--- config.mk ---
export PLATFORM = sky130hd
export DESIGN_NAME = mem_port_arbiter
export DESIGN_NICKNAME = d
export VERILOG_FILES = /design/src/rtl/cvp14_pkg.sv /design/src/rtl/arb_beat_counter.sv /design/src/rtl/mem_port_arbiter.sv
export SDC_FILE = /design/constraint.sdc
export NUM_CORES = 1
export LEC_CHECK = 0
export ABC_AREA = 1
export CORE_ASPECT_RATIO = 1.75
export CORE_MARGIN = 4
export CORE_UTILIZATION = 26
export CTS_BUF_LIST = sky130_fd_sc_hd__clkbuf_4
export CTS_CLUSTER_DIAMETER = 80
export CTS_CLUSTER_SIZE = 25
export DETAILED_ROUTE_END_ITERATION = 12
export GPL_TIMING_DRIVEN = 1
export PLACE_DENSITY_LB_ADDON = 0.3
export SETUP_SLACK_MARGIN = 0.15
export SLEW_MARGIN = 20
export SYNTH_ARGS = -nofsm -noshare
export SYNTH_HDL_FRONTEND = slang
export SYNTH_SLANG_ARGS = --single-unit
--- constraint.sdc ---
create_clock -name Clk1 -period 2.38 [get_ports Clk1]
set_input_delay 0.595 -clock Clk1 [delete_from_list [all_inputs] [get_ports Clk1]]
set_output_delay 0.595 -clock Clk1 [all_outputs]
set_load 0.01 [all_outputs]
--- src/rtl/cvp14_pkg.sv ---
// cvp14_pkg: shared arbiter state encoding and burst-length default
package cvp14_pkg;
  typedef enum logic [1:0] {IDLE, OWN0, OWN1} arb_state_t;
  localparam int BURST_LEN_DEF = 16;
endpackage

--- src/rtl/arb_beat_counter.sv ---
// arb_beat_counter: counts owner beats since the last grant change, saturating at BURST_LEN
module arb_beat_counter import cvp14_pkg::*; #(
  parameter int BURST_LEN = BURST_LEN_DEF,
  localparam int CW = $clog2(BURST_LEN + 1)
) (
  input  logic          clk_i,
  input  logic          rst_i,
  input  logic          clear_i,
  input  logic          inc_i,
  output logic [CW-1:0] count_o,
  output logic          at_limit_o
);
  logic [CW-1:0] count_q, count_d;
  assign at_limit_o = count_q == CW'(BURST_LEN);
  assign count_o = count_q;
  always_comb count_d = clear_i ? '0 : (inc_i && !at_limit_o) ? count_q + 1'b1 : count_q;
  always_ff @(posedge clk_i) count_q <= rst_i ? '0 : count_d;
endmodule

--- src/rtl/mem_port_arbiter.sv ---
// mem_port_arbiter: two-port round-robin memory bus arbiter with locked bursts
module mem_port_arbiter import cvp14_pkg::*; #(
  parameter int DATA_W = 16,
  parameter int ADDR_W = 16,
  parameter int BURST_LEN = BURST_LEN_DEF
) (
  input  logic              Clk1,
  input  logic              Reset,
  input  logic              req0,
  input  logic              req1,
  input  logic              lock0,
  input  logic              lock1,
  input  logic              rd0,
  input  logic              rd1,
  input  logic              wr0,
  input  logic              wr1,
  input  logic [ADDR_W-1:0] addr0,
  input  logic [ADDR_W-1:0] addr1,
  input  logic [DATA_W-1:0] wdata0,
  input  logic [DATA_W-1:0] wdata1,
  output logic              gnt0,
  output logic              gnt1,
  output logic              rvalid0,
  output logic              rvalid1,
  output logic [DATA_W-1:0] rdata,
  output logic [ADDR_W-1:0] Addr,
  output logic              RD,
  output logic              WR,
  output logic [DATA_W-1:0] DataOut,
  input  logic [DATA_W-1:0] DataIn,
  output logic              err
);
  localparam int CW = $clog2(BURST_LEN + 1);
  arb_state_t state_q, state_d;
  logic last_q, last_d, rvalid0_q, rvalid1_q;
  logic o_rd, o_wr, beat, burst_done, at_limit;
  logic [CW-1:0] count;
  assign gnt0 = state_q == OWN0;
  assign gnt1 = state_q == OWN1;
  assign rvalid0 = rvalid0_q;
  assign rvalid1 = rvalid1_q;
  assign rdata = DataIn;
  arb_beat_counter #(.BURST_LEN(BURST_LEN)) u_cnt (
    .clk_i(Clk1),
    .rst_i(Reset),
    .clear_i(state_d != state_q),
    .inc_i(beat),
    .count_o(count),
    .at_limit_o(at_limit)
  );
  // last_q is the port that most recently left ownership; a tie goes to the other one
  always_comb begin
    o_rd = gnt0 ? rd0 : gnt1 & rd1;
    o_wr = gnt0 ? wr0 : gnt1 & wr1;
    RD = o_rd & ~o_wr;
    WR = o_wr & ~o_rd;
    Addr = gnt0 ? addr0 : gnt1 ? addr1 : '0;
    DataOut = gnt0 ? wdata0 : gnt1 ? wdata1 : '0;
    beat = o_rd ^ o_wr;
    burst_done = at_limit | (count == CW'(BURST_LEN - 1));
    err = ~Reset & ((o_rd & o_wr) | ((rd0 | wr0) & ~gnt0) | ((rd1 | wr1) & ~gnt1));
    state_d = state_q;
    case (state_q)
      IDLE: state_d = (req0 & req1) ? (last_q ? OWN0 : OWN1) : req0 ? OWN0 : req1 ? OWN1 : IDLE;
      OWN0: state_d = !req0 ? (req1 ? OWN1 : IDLE) : (req1 & beat & (~lock0 | burst_done)) ? OWN1 : OWN0;
      OWN1: state_d = !req1 ? (req0 ? OWN0 : IDLE) : (req0 & beat & (~lock1 | burst_done)) ? OWN0 : OWN1;
      default: state_d = IDLE;
    endcase
    last_d = (gnt0 && state_d != OWN0) ? 1'b0 : (gnt1 && state_d != OWN1) ? 1'b1 : last_q;
  end
  always_ff @(posedge Clk1) begin
    if (Reset) begin
      state_q <= IDLE;
      last_q <= 1'b1;
      rvalid0_q <= 1'b0;
      rvalid1_q <= 1'b0;
    end else begin
      state_q <= state_d;
      last_q <= last_d;
      rvalid0_q <= gnt0 & RD;
      rvalid1_q <= gnt1 & RD;
    end
  end
endmodule

==> results.json <==
{
  "core-area_um2": 4150,
  "r2r-end": "u_cnt.count_o[0]$_SDFFE_PP0P_",
  "syn_area_um2": 1110,
  "avgViaCountPerCell": 4.71,
  "initial_core_util": 0.269,
  "path_max_fanout": 4,
  "drive_above_1_share": 0.198,
  "ff2ff_setup_slack_ns": 0.34,
  "period_needed_ns": 2.26,
  "slowest_delay_ns": 0.39,
  "relSlewSlack": 0.820,
  "cts.path.max_buffers": 2,
  "r2r_start": "state_q[1]$_SDFF_PP0_",
  "yosys.area_share.simple": 0.217,
  "synth_top_family_by_area": "compound AO/OA/AOI/OAI gates",
  "arrival_ns": 1.67,
  "cts_tree": "done",
  "synthMuxAreaShare": 0,
  "cts_buffers": 3,
  "vias": 1541,
  "post-dp-hpwl_um": 3920,
  "synth_top_cell_by_area": "a22o_1",
  "ir_worst_vdd_uv": 247,
  "die_w_um": 57.5,
  "yosysMostFrequentCell": "a22o_1",
  "syn_to_final_growth_pct": 124,
  "synth-seq-area-share": 0.180,
  "syn-num-nets": 255,
  "finalNetCount": 375,
  "fin_skew_ns": 0.00886,
  "whs_ns": 0.557,
  "htreeDepth": 1,
  "crit_type": "reg2out",
  "drc": 0,
  "row_count": 31,
  "crit_family": "buffers and inverters",
  "first_global_vias": 1622,
  "setup_viol": 0,
  "totalWireLength_um": 5090,
  "synthArstFlopShare": 0,
  "drv_cap": 0,
  "leakage_nw": 1.22,
  "clock-root-buffer": "clkbuf_4",
  "crit_slowest_cell": "dfxtp_4",
  "wl_per_cell_um": 15.6,
  "synth_area_leaders": "a22o_1 25%, dfxtp_1 18%, buf_4 11%",
  "ff2ff_path_depth": 15,
  "synthAdderAreaFrac": 0.0673,
  "synth_ff_type": "dfxtp_1",
  "synth_enable_flop_cells": 0,
  "power.total_mw": 0.935,
  "stdcell_count": 327,
  "synth-xor-area-share": 0.0236,
  "synth_cells": 159,
  "hold_viol": 0,
  "grt_overflow_total": 0,
  "yosysUniqueCellTypes": 21,
  "die-area_um2": 5440,
  "cpMostUsedCell": "buf_6",
  "synth-compound-area-share": 0.295,
  "grt_antenna_before_repair": 0,
  "cp_cell_sequence": "inv_4 > nor2_4 > buf_6 > inv_8 > o22ai_4 > buf_6 > buf_6 > ha_4 > buf_6",
  "clk_pin_slew_worst_paths_ns": 0.07,
  "yosysWarnings": 0,
  "grt_pass1_wl_um": 7410,
  "port_buffers": 112,
  "required_ns": 1.78,
  "grt_usage": 0.176,
  "fp.dieH_um": 94.6,
  "worstHoldStart": "u_cnt.count_o[3]$_SDFFE_PP0P_",
  "clock.fmax_mhz": 442,
  "setup-tns-final_ns": 0,
  "place_congestion": 0.907,
  "yosys-top-cells-count": "32 x a22o_1, 21 x inv_1, 21 x nand2_1",
  "status": "finished clean",
  "synth.top_cell.area_share": 0.251,
  "ys_seq_elements": 10,
  "hold_path_depth": 2,
  "grt_setup_unrepaired": "true",
  "antenna_left": 0,
  "period_share": 0.950,
  "critPathLaunchType": "register",
  "grt_max_degree": 25,
  "diodes": 0,
  "final-max-slew-violation-count": 0,
  "drt-initial-drc-count": 25,
  "clk-insertion-delay-late_ns": 0.28,
  "syn_area_per_cell_um2": 7.01,
  "numClockSinks": 10,
  "io_pins": 145,
  "end_kind": "output port",
  "hp-class": "reg2reg",
  "dr.pass1.iters": 4,
  "worst_pin_slew_ns": 0.270,
  "cp.buffers_inverters": 6,
  "power.density_nw_per_um2": 374,
  "holdPathEnd": "u_cnt.count_o[3]$_SDFFE_PP0P_",
  "placed_cells": 312
}
==> area by class of cell <==
type,instances,area [um^2]
Sequential cell,10,208
Timing Repair Buffer,137,1350
Multi-Input combinational cell,101,751
Inverter,26,108
Clock buffer,3,22.5
Tap cell,49,61.3
Fill cell,358,1650
Clock inverter,1,3.75
==> worst max path at each step <==
stage	startpoint	end	slack (ns)	cells past startpoint
after floorplan	state_q[1]$_SDFF_PP0_	u_cnt.count_o[0]$_SDFFE_PP0P_	0.45	14
after global placement	wr0	err	-0.38	7
after detailed placement	rd0	err	-0.41	7
after CTS	state_q[1]$_SDFF_PP0_	WR	0.11	9
after global routing	state_q[1]$_SDFF_PP0_	RD	0.05	9
final	state_q[1]$_SDFF_PP0_	RD	0.12	9
==> sequential cells by signal, summed over array words and instances (netlist names) <==
name,cells
last_q,1
rvalid0,1
rvalid1,1
state_q,2
u_cnt.count_o,5
==> routing by layer <==
| layer | up-vias | routed length (um) | global-route usage |
|---|---|---|---|
| met5 | - | 0 | 0 |
| met4 | 0 | 155 | 0.0890 |
| met3 | 18 | 470 | 0.0506 |
| met2 | 81 | 2790 | 0.330 |
| met1 | 672 | 1680 | 0.169 |
| li1 | 770 | - | - |
==> kinds of logic (layout without fill, tap and decap cells) <==
family | Yosys count | after routing
DFF | 10 | 10
and+or+nand+nor | 52 | 52
buffers and inverters | 48 | 167
adders and majority gates | 6 | 6
xor gates and xnor gates | 3 | 3
AOI/OAI and AO/OA | 40 | 40
==> worst reg2reg max path, cell delays in order, from the launching register on <==
cell and delay, ns:
dfxtp_4 0.39, inv_4 0.04, nor2_4 0.14, buf_6 0.13, inv_8 0.04, o22ai_4 0.19
ha_4 0.24, nand2_1 0.05, inv_1 0.05, nand2_2 0.07, nand2_2 0.07, nand2_2 0.11
nand3_1 0.07, nor2_1 0.13, nand3_2 0.13, nor2_1 0.12
==> per-stage QoR <==
step	utilization	setup slack, ns	cell area (um^2)
2_1_floorplan	-	0.454	1110
3_3_place_gp	0.550	-0.384	2280
3_5_place_dp	0.550	-0.412	2280
4_1_cts	0.576	0.111	2390
5_1_grt	0.603	0.0531	2500
6_report	0.603	0.120	2500
==> cells in the final DEF (no fill, tap or decap), types with 3 or more instances in the layout <==
master / count
inv_2: 7
inv_1: 17
buf_6: 7
buf_4: 17
nand3_1: 8
ha_1: 3
nand4_1: 5
xor2_1: 3
dfxtp_1: 8
clkbuf_4: 3
nand2_2: 3
dlygate4sd2_1: 37
nor2_1: 12
nand2_1: 18
a22o_1: 32
clkdlybuf4s50_1: 71
==> where the power goes <==
group	internal (mW)	total [mW]	switching, mW	leakage, nW
sequential	0.179	0.192	0.0130	0.0826
clock	0.0608	0.126	0.0648	0.0154
combinational	0.354	0.618	0.264	1.12
total	0.593	0.935	0.342	1.22
==> repair_timing <==
action	4_1_cts	5_1_grt
pin swaps	4	10
cloned	2	0
buffers inserted	4	5
resized for setup	65	21
hold buffers	0	0
endpoints found under the setup margin	42	10
Power figures use the tool's default switching activity.
